## config.mk

```make
export PLATFORM = sky130hd
export DESIGN_NAME = spi_slave
export DESIGN_NICKNAME = d
export VERILOG_FILES = /design/src/rtl/spi_slave_pkg.sv /design/src/rtl/spi_slave_sync_bit.sv /design/src/rtl/spi_slave.sv
export SDC_FILE = /design/constraint.sdc
export NUM_CORES = 1
export LEC_CHECK = 0
export BUFFER_PORTS_ARGS = -buffer_cell sky130_fd_sc_hd__buf_2
export CAP_MARGIN = 10
export CORE_MARGIN = 2
export CORE_UTILIZATION = 26
export DETAILED_ROUTE_END_ITERATION = 8
export PLACE_DENSITY_LB_ADDON = 0.2
export SLEW_MARGIN = 30
export SYNTH_ARGS = -nofsm -noshare
export SYNTH_HDL_FRONTEND = slang
export SYNTH_SLANG_ARGS = --single-unit
```

## constraint.sdc

```tcl
create_clock -name clk -period 3.6 [get_ports clk]
set_input_delay 0.72 -clock clk [delete_from_list [all_inputs] [get_ports clk]]
set_output_delay 0.72 -clock clk [all_outputs]
set_load 0.02 [all_outputs]
```

## src/rtl/spi_slave_pkg.sv

```systemverilog
// Shared definitions for the SPI responder: conf bit positions and FSM states.
package spi_slave_pkg;

  localparam int CONF_CPHA = 0;
  localparam int CONF_CPOL = 1;
  localparam int CONF_LSB  = 2;

  typedef enum logic {
    ST_IDLE  = 1'b0,
    ST_SHIFT = 1'b1
  } state_e;

endpackage

```

## src/rtl/spi_slave_sync_bit.sv

```systemverilog
// Multi-flop synchroniser for one asynchronous input with a selectable reset value.
module spi_slave_sync_bit #(
  parameter int   STAGES  = 2,
  parameter logic RST_VAL = 1'b0
) (
  input  logic clk,
  input  logic rst,
  input  logic d,
  output logic q
);

  logic [STAGES-1:0] sync_q;
  logic [STAGES-1:0] sync_d;

  // Shift the raw input one stage deeper every clock.
  always_comb begin
    sync_d = {sync_q[STAGES-2:0], d};
  end

  // Synchroniser chain register.
  always_ff @(posedge clk) begin
    if (rst) begin
      sync_q <= {STAGES{RST_VAL}};
    end else begin
      sync_q <= sync_d;
    end
  end

  assign q = sync_q[STAGES-1];

endmodule

```

## src/rtl/spi_slave.sv

```systemverilog
// SPI target: oversamples SCK/CS_n/MOSI in the clk domain, assembles received words for the CPU
// and shifts a CPU-loaded word (or an idle fill pattern) out on MISO. Modes 0-3, MSB/LSB first.
module spi_slave
  import spi_slave_pkg::*;
#(
  parameter int                DATA_W      = 8,
  parameter int                SYNC_STAGES = 2,
  parameter logic [DATA_W-1:0] IDLE_FILL   = {DATA_W{1'b1}}
) (
  input  logic              clk,
  input  logic              rst,
  input  logic              spi_clk,
  input  logic              spi_cs_n,
  input  logic              spi_mosi,
  output logic              spi_miso,
  output logic              spi_miso_oe,
  input  logic [2:0]        conf,
  input  logic [DATA_W-1:0] tx_data,
  input  logic              tx_load,
  output logic              tx_ready,
  output logic [DATA_W-1:0] rx_data,
  output logic              rx_valid,
  input  logic              rx_read,
  output logic              rx_overrun,
  input  logic              err_clr,
  output logic              frame_err,
  output logic              busy
);

  localparam int CNT_W = $clog2(DATA_W + 1);

  function automatic logic first_bit(input logic [DATA_W-1:0] w, input logic lsb);
    return lsb ? w[0] : w[DATA_W-1];
  endfunction

  function automatic logic [DATA_W-1:0] drop_bit(input logic [DATA_W-1:0] w, input logic lsb);
    return lsb ? {1'b1, w[DATA_W-1:1]} : {w[DATA_W-2:0], 1'b1};
  endfunction

  function automatic logic [DATA_W-1:0] push_bit(input logic [DATA_W-1:0] w, input logic b,
                                                 input logic lsb);
    return lsb ? {b, w[DATA_W-1:1]} : {w[DATA_W-2:0], b};
  endfunction

  logic sck_s, cs_s, mosi_s;

  spi_slave_sync_bit #(.STAGES(SYNC_STAGES), .RST_VAL(1'b0)) u_sync_sck (
    .clk(clk), .rst(rst), .d(spi_clk), .q(sck_s)
  );
  spi_slave_sync_bit #(.STAGES(SYNC_STAGES), .RST_VAL(1'b1)) u_sync_cs (
    .clk(clk), .rst(rst), .d(spi_cs_n), .q(cs_s)
  );
  spi_slave_sync_bit #(.STAGES(SYNC_STAGES), .RST_VAL(1'b0)) u_sync_mosi (
    .clk(clk), .rst(rst), .d(spi_mosi), .q(mosi_s)
  );

  state_e                 state_q, state_d;
  logic [2:0]             mode_q, mode_d;
  logic [CNT_W-1:0]       cnt_q, cnt_d, cnt_inc;
  logic                   done_q, done_d;
  logic                   sck_dly_q, sck_dly_d;
  // warm_q fills with ones after reset; once full, cs_s carries real pin history.
  logic [SYNC_STAGES-1:0] warm_q, warm_d;
  // armed_q: CS_n has been seen high since reset, so a low level is a genuine frame start.
  logic                   armed_q, armed_d;
  logic                   miso_q, miso_d;
  logic                   tx_ready_q, tx_ready_d;
  logic [DATA_W-1:0]      rx_data_q, rx_data_d;
  logic                   rx_valid_q, rx_valid_d;
  logic                   overrun_q, overrun_d;
  logic                   frame_err_q, frame_err_d;
  logic [DATA_W-1:0]      tx_sh_q, tx_sh_d;
  logic [DATA_W-1:0]      rx_sh_q, rx_sh_d;
  logic [DATA_W-1:0]      tx_buf_q, tx_buf_d;

  logic              sck_rise, sck_fall, lead_edge, trail_edge, sample_edge, shift_edge;
  logic [DATA_W-1:0] next_word;
  logic              consume;

  // Classify synchronised SCK transitions by the latched mode.
  always_comb begin
    sck_rise    = sck_s & ~sck_dly_q;
    sck_fall    = ~sck_s & sck_dly_q;
    lead_edge   = mode_q[CONF_CPOL] ? sck_fall : sck_rise;
    trail_edge  = mode_q[CONF_CPOL] ? sck_rise : sck_fall;
    sample_edge = mode_q[CONF_CPHA] ? trail_edge : lead_edge;
    shift_edge  = mode_q[CONF_CPHA] ? lead_edge : trail_edge;
  end

  // Frame FSM, shift registers, rx/tx buffers and sticky flags.
  always_comb begin
    state_d     = state_q;
    mode_d      = mode_q;
    cnt_d       = cnt_q;
    done_d      = 1'b0;
    sck_dly_d   = sck_s;
    warm_d      = {warm_q[SYNC_STAGES-2:0], 1'b1};
    armed_d     = armed_q | (warm_q[SYNC_STAGES-1] & cs_s);
    miso_d      = miso_q;
    tx_ready_d  = tx_ready_q;
    rx_data_d   = rx_data_q;
    rx_valid_d  = rx_valid_q;
    overrun_d   = overrun_q;
    frame_err_d = frame_err_q;
    tx_sh_d     = tx_sh_q;
    rx_sh_d     = rx_sh_q;
    tx_buf_d    = tx_buf_q;
    consume     = 1'b0;
    cnt_inc     = cnt_q + 1'b1;
    next_word   = tx_ready_q ? IDLE_FILL : tx_buf_q;

    // Clears first so that a same-cycle set below takes precedence.
    if (err_clr) begin
      overrun_d   = 1'b0;
      frame_err_d = 1'b0;
    end
    if (rx_read) begin
      rx_valid_d = 1'b0;
    end
    // A word completed on the previous cycle is published now.
    if (done_q) begin
      rx_data_d  = rx_sh_q;
      rx_valid_d = 1'b1;
      if (rx_valid_q && !rx_read) begin
        overrun_d = 1'b1;
      end
    end

    case (state_q)
      ST_IDLE: begin
        if (armed_q && !cs_s) begin
          state_d = ST_SHIFT;
          mode_d  = conf;
          cnt_d   = '0;
          consume = 1'b1;
          if (conf[CONF_CPHA]) begin
            tx_sh_d = next_word;
          end else begin
            miso_d  = first_bit(next_word, conf[CONF_LSB]);
            tx_sh_d = drop_bit(next_word, conf[CONF_LSB]);
          end
        end
      end
      ST_SHIFT: begin
        if (cs_s) begin
          state_d = ST_IDLE;
          miso_d  = 1'b1;
          cnt_d   = '0;
          if ((cnt_q != '0) && !done_q) begin
            frame_err_d = 1'b1;
          end
        end else begin
          if (done_q) begin
            consume = 1'b1;
            tx_sh_d = next_word;
            cnt_d   = '0;
          end
          if (sample_edge) begin
            rx_sh_d = push_bit(rx_sh_q, mosi_s, mode_q[CONF_LSB]);
            cnt_d   = cnt_inc;
            done_d  = (cnt_inc == CNT_W'(DATA_W));
          end
          if (shift_edge) begin
            miso_d  = first_bit(tx_sh_q, mode_q[CONF_LSB]);
            tx_sh_d = drop_bit(tx_sh_q, mode_q[CONF_LSB]);
          end
        end
      end
      default: state_d = ST_IDLE;
    endcase

    // Buffer consume happens before a same-cycle CPU load.
    if (consume && !tx_ready_q) begin
      tx_ready_d = 1'b1;
    end
    if (tx_load && tx_ready_d) begin
      tx_buf_d   = tx_data;
      tx_ready_d = 1'b0;
    end
  end

  // Control state with synchronous reset.
  always_ff @(posedge clk) begin
    if (rst) begin
      state_q     <= ST_IDLE;
      mode_q      <= 3'b000;
      cnt_q       <= '0;
      done_q      <= 1'b0;
      sck_dly_q   <= 1'b0;
      warm_q      <= '0;
      armed_q     <= 1'b0;
      miso_q      <= 1'b1;
      tx_ready_q  <= 1'b1;
      rx_data_q   <= '0;
      rx_valid_q  <= 1'b0;
      overrun_q   <= 1'b0;
      frame_err_q <= 1'b0;
    end else begin
      state_q     <= state_d;
      mode_q      <= mode_d;
      cnt_q       <= cnt_d;
      done_q      <= done_d;
      sck_dly_q   <= sck_dly_d;
      warm_q      <= warm_d;
      armed_q     <= armed_d;
      miso_q      <= miso_d;
      tx_ready_q  <= tx_ready_d;
      rx_data_q   <= rx_data_d;
      rx_valid_q  <= rx_valid_d;
      overrun_q   <= overrun_d;
      frame_err_q <= frame_err_d;
    end
  end

  // Data registers; their contents are only consumed under control of the state above.
  always_ff @(posedge clk) begin
    tx_sh_q  <= tx_sh_d;
    rx_sh_q  <= rx_sh_d;
    tx_buf_q <= tx_buf_d;
  end

  assign spi_miso    = miso_q;
  assign spi_miso_oe = (state_q == ST_SHIFT);
  assign busy        = (state_q == ST_SHIFT);
  assign tx_ready    = tx_ready_q;
  assign rx_data     = rx_data_q;
  assign rx_valid    = rx_valid_q;
  assign rx_overrun  = overrun_q;
  assign frame_err   = frame_err_q;

endmodule
```

==> metrics.md, run 1 <==
| Metric | Value |
|---|---|
| Run status | complete, no violations |
| Via count of the first global-routing pass | 1620 |
| Remaining number of nets flagged by the antenna check after routing | 0 |
| GR Util met2 | 0.1503 |
| Core ar. | 9240 um^2 |
| Setup Crit Path Kind | register to register |
| Count of flip-flops with a built-in enable after synthesis | 24 |
| Overall die area | 10270 um^2 |
| Standby leakage power | 1.023 nW |
| Synthesized flop and latch total | 56 |
| Final layout net count | 261 |
| # Post-CTS Setup Buffers | 0 |
| Mapped Avg Cell Area | 11.57 um^2 |
| Final-report max-slew violation count | 0 |
| Max-slew headroom at the worst pin | 0.4057 |
| Ratio of routed vias to standard cells | 4.354 |
| Most common cell in the netlist | sky130_fd_sc_hd__dfxtp_1 |
| Die width | slightly above 100 um |
| DRC | 0 |
| Worst EP required | 3790 ps |
| Critical-path maximum fanout | 19 |
| Share of the core filled with cells in the final layout | 0.3044 |
| Number of gates resized after cts | 0 |
| Effective utilization at floorplan | 0.2668 |
| Post-synthesis instance area | ~2500 um^2 |
| First-pass GRT wire length | 8073 um |
| Number of hold-repair buffers added at the cts stage | 0 |
| Portion of the clock cycle consumed by the worst path in the final layout | 0.6040 |
| Post-synthesis cell type count | 42 |
| Final number of setup-violating endpoints | 0 |
| Number of standard cells after synthesis | around 210 |
| TritonCTS clock tree | built |
| Time the worst path needs with I/O delays and setup | 2174 ps |
| Via count | 1611 |
| Number of nets in the synthesized netlist | 234 |
| Sum of net half-perimeters after detailed placement | 3341 um |
| Kind of start point of the critical path | register |
| Transition time of the tightest slew-check pin | around 870 ps |
| Area added between synthesis and finish | 14.11% |
| Largest voltage drop on the vdd net | 0.1379 mV |
| Clk Latency, worst-skew pair | around 310 ps |
| Routability Congestion | approximately 0.73 |
| Final clock skew | 12.22 ps |
| Arrival time at the worst endpoint | around 2400 ps |
| Total power of the final layout | 1.087 mW |
| Yosys warnings | 0 |
| Count of max-cap constraint violations | 0 |
| Port bufs | 33 |
| Min-Delay Path Class | register to register |
| Antenna violations before repair | 0 |
| Post-detailed-routing wire length | approximately 4800 um |
| Count of final hold-check violations | 0 |
| Share of layout cells above drive strength 1 | 0.2324 |
| CTS clk-pin slew, worst paths | 100 ps |
| Critical Path Sink Type | register |
| Cell area after placement | between 2000 and 3000 um^2 |
| Combined global-route utilization of all metal layers | 0.1010 |
| Count of standard-cell rows | 35 |
| CTS H-tree lvls | 2 |
| Average wire length per cell after detail routing | 12.89 um |
| P per Cell Area | 386.3 nW/um^2 |
| Number of search-and-repair iterations in the first detailed-routing pass | 4 |
| Sequential-to-total area share from yosys stat | 0.5523 |
| Height of the die | 101.4 um |
| Most used routing layer | met2 |
| Commonest cells post-synth | sky130_fd_sc_hd__dfxtp_1 (32), sky130_fd_sc_hd__mux2i_1 (26), sky130_fd_sc_hd__edfxtp_1 (24), sky130_fd_sc_hd__nor2_1 (24), sky130_fd_sc_hd__nor2b_1 (12) |
| Synth area leader | sky130_fd_sc_hd__edfxtp_1 |
| Num CTS Buffers | 5 |
| Total Neg Setup Slack | 0 ps |
| Prevailing post-synth register cell | sky130_fd_sc_hd__dfxtp_1 |
| GRT Residual Overflow | 0 |
| Final non-filler cell area | 2813 um^2 |
| Area fraction of the dominant cell type after synthesis | 0.2924 |
| Top-level I/O count | 34 |
| Global-route met1 utilization | 0.1361 |
| CTS root buffer | sky130_fd_sc_hd__clkbuf_8 |
| Largest cells by area after synthesis | sky130_fd_sc_hd__edfxtp_1 (29%), sky130_fd_sc_hd__dfxtp_1 (26%), sky130_fd_sc_hd__mux2i_1 (11%) |
| Count of antenna diodes in the layout | 0 |
| Clock tree sinks | 56 |
| Pin count of the biggest net entering global routing | 31 |
| Setup repair after global routing missed its margin | no |
| Met3 track demand over resource in global routing | 0.02761 |
| Maximum buffer depth of the clock tree | 2 |
| Drt first-iter violations | 78 |
| Synth async-reset ratio | 0 |
| Maximum clock frequency | 459.9 MHz |
==> cell families (layout without fill, tap and decap cells) <==
family	after synthesis	after routing	share of synthesized area
flip-flops	56	56	0.5523
adder cells (fa/ha/maj)	2	2	0.01015
AO/OA/AOI/OAI	31	31	0.09391
AND/OR/NAND/NOR	67	67	0.1462
buffers and inverters	19	47	0.03452
XOR/XNOR	2	2	0.01015
multiplexers	36	36	0.1528
==> state kept, by name, summed over array words and instances (netlist names), 2 cells and up <==
register,flops
rx_data,8
rx_sh_q,8
tx_buf_q,8
tx_sh_q,8
cnt_q,4
mode_q,3
u_sync_cs.sync_q,2
u_sync_mosi.sync_q,2
u_sync_sck.sync_q,2
warm_q,2
==> routing by layer <==
layer  share of wire  up-vias
met5               0        -
met4           0.023        0
met3           0.056        9
met2            0.43       49
met1            0.49      738
li1                -      815
==> layout make-up <==
class | instances | area [um^2]
clock buffer | 6 | 72.57
clock inverter | 2 | 11.26
fill | 973 | 6427
inverter | 6 | 22.52
multi-input combinational | 138 | 1018
sequential | 56 | 1361
tap | 129 | 161.4
timing repair buffer | 33 | 165.2
==> where the power goes <==
part	total, mW	switching, mW	leakage, nW	internal, mW
Combinational	0.0587	0.0308	0.501	0.0279
Clock	0.341	0.204	0.0455	0.137
Sequential	0.687	0.0123	0.476	0.675
==> path summary, 6_finish.rpt <==
kind | cells past startpoint | endpoint | start | slack, ps
hold / removal | 1 | u_sync_cs.sync_q[1] | u_sync_cs.sync_q[0] | 420
hold reg to reg | 1 | u_sync_cs.sync_q[1] | u_sync_cs.sync_q[0] | 420
setup / recovery | 4 | tx_sh_q[2] | busy | 1430
setup reg to reg | 4 | tx_sh_q[2] | busy | 1430
==> cell usage in the layout (no fill, tap or decap), drive strengths merged, types with 4 or more instances in the layout <==
cell type and n:
a22oi 6, edfxtp 24, inv 7, o21a 6, buf 33, nor2b 12, nor3 8, a21oi 4
clkbuf 6, mux2 10, mux2i 26, nand2b 7, nor2 24, dfxtp 32
==> per-stage QoR <==
| step | cells | setup slack, ps | hold WS [ps] |
|---|---|---|---|
| final | 370 | 1426 | 416.1 |
| after global routing | 370 | 1200 | 447.2 |
| after CTS | 370 | 1426 | 420.2 |
| after detailed placement | 362 | 1450 | 394.8 |
| after global placement | 362 | 1492 | 393.0 |
| after floorplan | 213 | 1687 | 389.5 |
==> worst max-delay path, cell delays in order (launching register included) <==
cell and delay, ps:
sky130_fd_sc_hd__dfxtp_1 710, sky130_fd_sc_hd__nand3b_1 140, sky130_fd_sc_hd__mux2i_1 710, sky130_fd_sc_hd__or3_1 340
sky130_fd_sc_hd__o21a_1 150
(Power assumes the default switching activity.)
==> run 2, diff against run 1 <==
clock period = 2.2 ns   (was 3.6 ns; I/O delays follow)
==> run 2 against run 1 <==
Effect of this change:
- critical path depth is the same
- global-route usage shrank 0.25 points
- largest cell class unchanged
- non-clock buffer count grew 8
==> metrics.md, run 2 (synthesis gave the netlist of run 1 again) <==
| Metric | Value |
|---|---|
| Run status | complete, no violations |
| Antenna violations before repair | 0 (unchanged) |
| Final-report max-slew violation count | 0 (unchanged) |
| Combined global-route utilization of all metal layers | 0.09854 (-0.002498) |
| Global-route met1 utilization | 0.1354 (-0.0007534) |
| Final clock skew | 12.44 ps (+0.2229 ps) |
| Worst Hold Margin | 307.4 ps (-108.7 ps) |
| Core ar. | 9240 um^2 (unchanged) |
| Final non-filler cell area | 2890 um^2 (+2.8%) |
| CTS H-tree lvls | 2 (unchanged) |
| CTS root buffer | sky130_fd_sc_hd__clkbuf_8 |
| Most used routing layer | met2 |
| Via count of the first global-routing pass | 1628 (+0.49%) |
| Cell area after placement | 2789 um^2 (+2.2%) |
| Portion of the clock cycle consumed by the worst path in the final layout | 0.8195 (+0.2155) |
| Height of the die | 101.4 um (unchanged) |
| Via count | 1618 (+0.43%) |
| Time the worst path needs with I/O delays and setup | 1803 ps (-371.4 ps) |
| Sum of net half-perimeters after detailed placement | 3403 um (+1.9%) |
| Final layout net count | 269 (+3.1%) |
| Critical-path maximum fanout | 10 (-9) |
| Num CTS Buffers | 5 (unchanged) |
| Total Neg Setup Slack | 0 ps (unchanged) |
| Most frequent standard cell in the layout excluding fill and tap cells | sky130_fd_sc_hd__buf_2 |
| Setup Crit Path Kind | register to register |
| Post-detailed-routing wire length | 4708 um (-1.3%) |
| Count of max-cap constraint violations | 0 (unchanged) |
| GRT Residual Overflow | 0 (unchanged) |
| Drt first-iter violations | 61 (-22%) |
| CTS clk-pin slew, worst paths | 100 ps (about the same) |
| Number of gates resized after cts | 0 (unchanged) |
| Remaining number of nets flagged by the antenna check after routing | 0 (unchanged) |
| Max-slew headroom at the worst pin | 0.5377 (+0.1320) |
| # Post-CTS Setup Buffers | 0 (unchanged) |
| GR Util met2 | 0.1554 (+0.005094) |
| Pin count of the biggest net entering global routing | 31 (unchanged) |
| Commonest non-fill, non-tap cells in the layout | sky130_fd_sc_hd__buf_2 (33), sky130_fd_sc_hd__dfxtp_1 (32), sky130_fd_sc_hd__mux2i_1 (26) |
| Kind of start point of the critical path | register |
| Final number of setup-violating endpoints | 0 (unchanged) |
| Port bufs | 33 (unchanged) |
| Largest voltage drop on the vdd net | 0.2343 mV (+70%) |
| Arrival time at the worst endpoint | 1870 ps (-490 ps) |
| Transition time of the tightest slew-check pin | 688.2 ps (-178.5 ps) |
| Standby leakage power | 1.071 nW (+4.7%) |
| First-pass GRT wire length | 8038 um (-0.43%) |
| Routability Congestion | 0.7734 (+5.3%) |
| Min-Delay Path Class | primary input to register |
| Met3 track demand over resource in global routing | 0.02070 (-0.006901) |
| Clk Latency, worst-skew pair | 300 ps (about the same) |
| Maximum buffer depth of the clock tree | 2 (unchanged) |
| Share of layout cells above drive strength 1 | 0.2530 (+0.02065) |
| P per Cell Area | 634.6 nW/um^2 (+64%) |
| Worst reg2reg setup slack | 400 ps (-1030 ps) |
| Share of the core filled with cells in the final layout | 0.3128 (+0.008395) |
| Number of placed instances, taps included | 370 (+2.2%) |
| Effective utilization at floorplan | 0.2668 (unchanged) |
| Fin cells | 378 (+2.2%) |
| Number of hold-repair buffers added at the cts stage | 0 (unchanged) |
| Count of final hold-check violations | 0 (unchanged) |
| Clock tree sinks | 56 (unchanged) |
| Count of antenna diodes in the layout | 0 (unchanged) |
| Top-level I/O count | 34 (unchanged) |
| Critical Path Sink Type | register |
| DRC | 0 (unchanged) |
| TritonCTS clock tree | built |
| Area added between synthesis and finish | 17.26% |
| Setup repair after global routing missed its margin | no |
| Number of search-and-repair iterations in the first detailed-routing pass | 6 (+2) |
| Worst EP required | 2260 ps (-1530 ps) |
| Overall die area | 10270 um^2 (unchanged) |
| Count of standard-cell rows | 35 (unchanged) |
| Die width | 101.4 um (unchanged) |
| Ratio of routed vias to standard cells | 4.280 (-1.7%) |
| Maximum clock frequency | 554.7 MHz (+21%) |
| Average wire length per cell after detail routing | 12.46 um (-3.4%) |
run 2: cell types whose count changed in the layout (fill, tap and decap cells not counted):
cell                        previous run  this run
sky130_fd_sc_hd__buf_4                 0         8
sky130_fd_sc_hd__clkbuf_1              1         2
sky130_fd_sc_hd__clkbuf_16             0         1
sky130_fd_sc_hd__clkinv_2              1         0
sky130_fd_sc_hd__inv_4                 1         0
run 2: critical path, stage by stage, from the launching register on:
cell and delay [ps]:
sky130_fd_sc_hd__dfxtp_1 430, sky130_fd_sc_hd__buf_4 220, sky130_fd_sc_hd__nor3_1 570, sky130_fd_sc_hd__a22oi_1 200, sky130_fd_sc_hd__o21a_1 150
run 2: final timing paths:
path | from | to | depth (start not counted)
max | busy | tx_sh_q[1] | 4
min | tx_data[0] | tx_buf_q[0] | 1
max reg2reg | busy | tx_sh_q[1] | 4
min reg2reg | u_sync_cs.sync_q[0] | u_sync_cs.sync_q[1] | 1
run 2: power by group:
group,switching (mW),internal [mW],total (mW)
clock network,0.317,0.296,0.613
registers,0.0196,1.10,1.12
logic,0.0498,0.0485,0.0982
total,0.386,1.45,1.83
run 2: layout make-up:
| type | instances | area, um^2 |
|---|---|---|
| multi-input combinational | 138 | 1018 |
| inverter | 6 | 22.52 |
| clock buffer | 8 | 101.3 |
| timing repair buffer | 41 | 225.2 |
| sequential | 56 | 1361 |
| tap | 129 | 161.4 |
| fill | 979 | 6350 |
run 2: routing by layer:
metal  share of wire  up-vias
met5               0        -
met4          0.0087        0
met3           0.030        2
met2            0.45       29
met1            0.51      755
li1                -      832
run 2: stage by stage:
step	total power, mW	setup WS, ps
floorplan	1.209	286.5
global placement	1.247	433.2
detailed placement	1.247	441.5
CTS	1.877	420.0
global route	1.919	228.1
finish	1.834	397.1
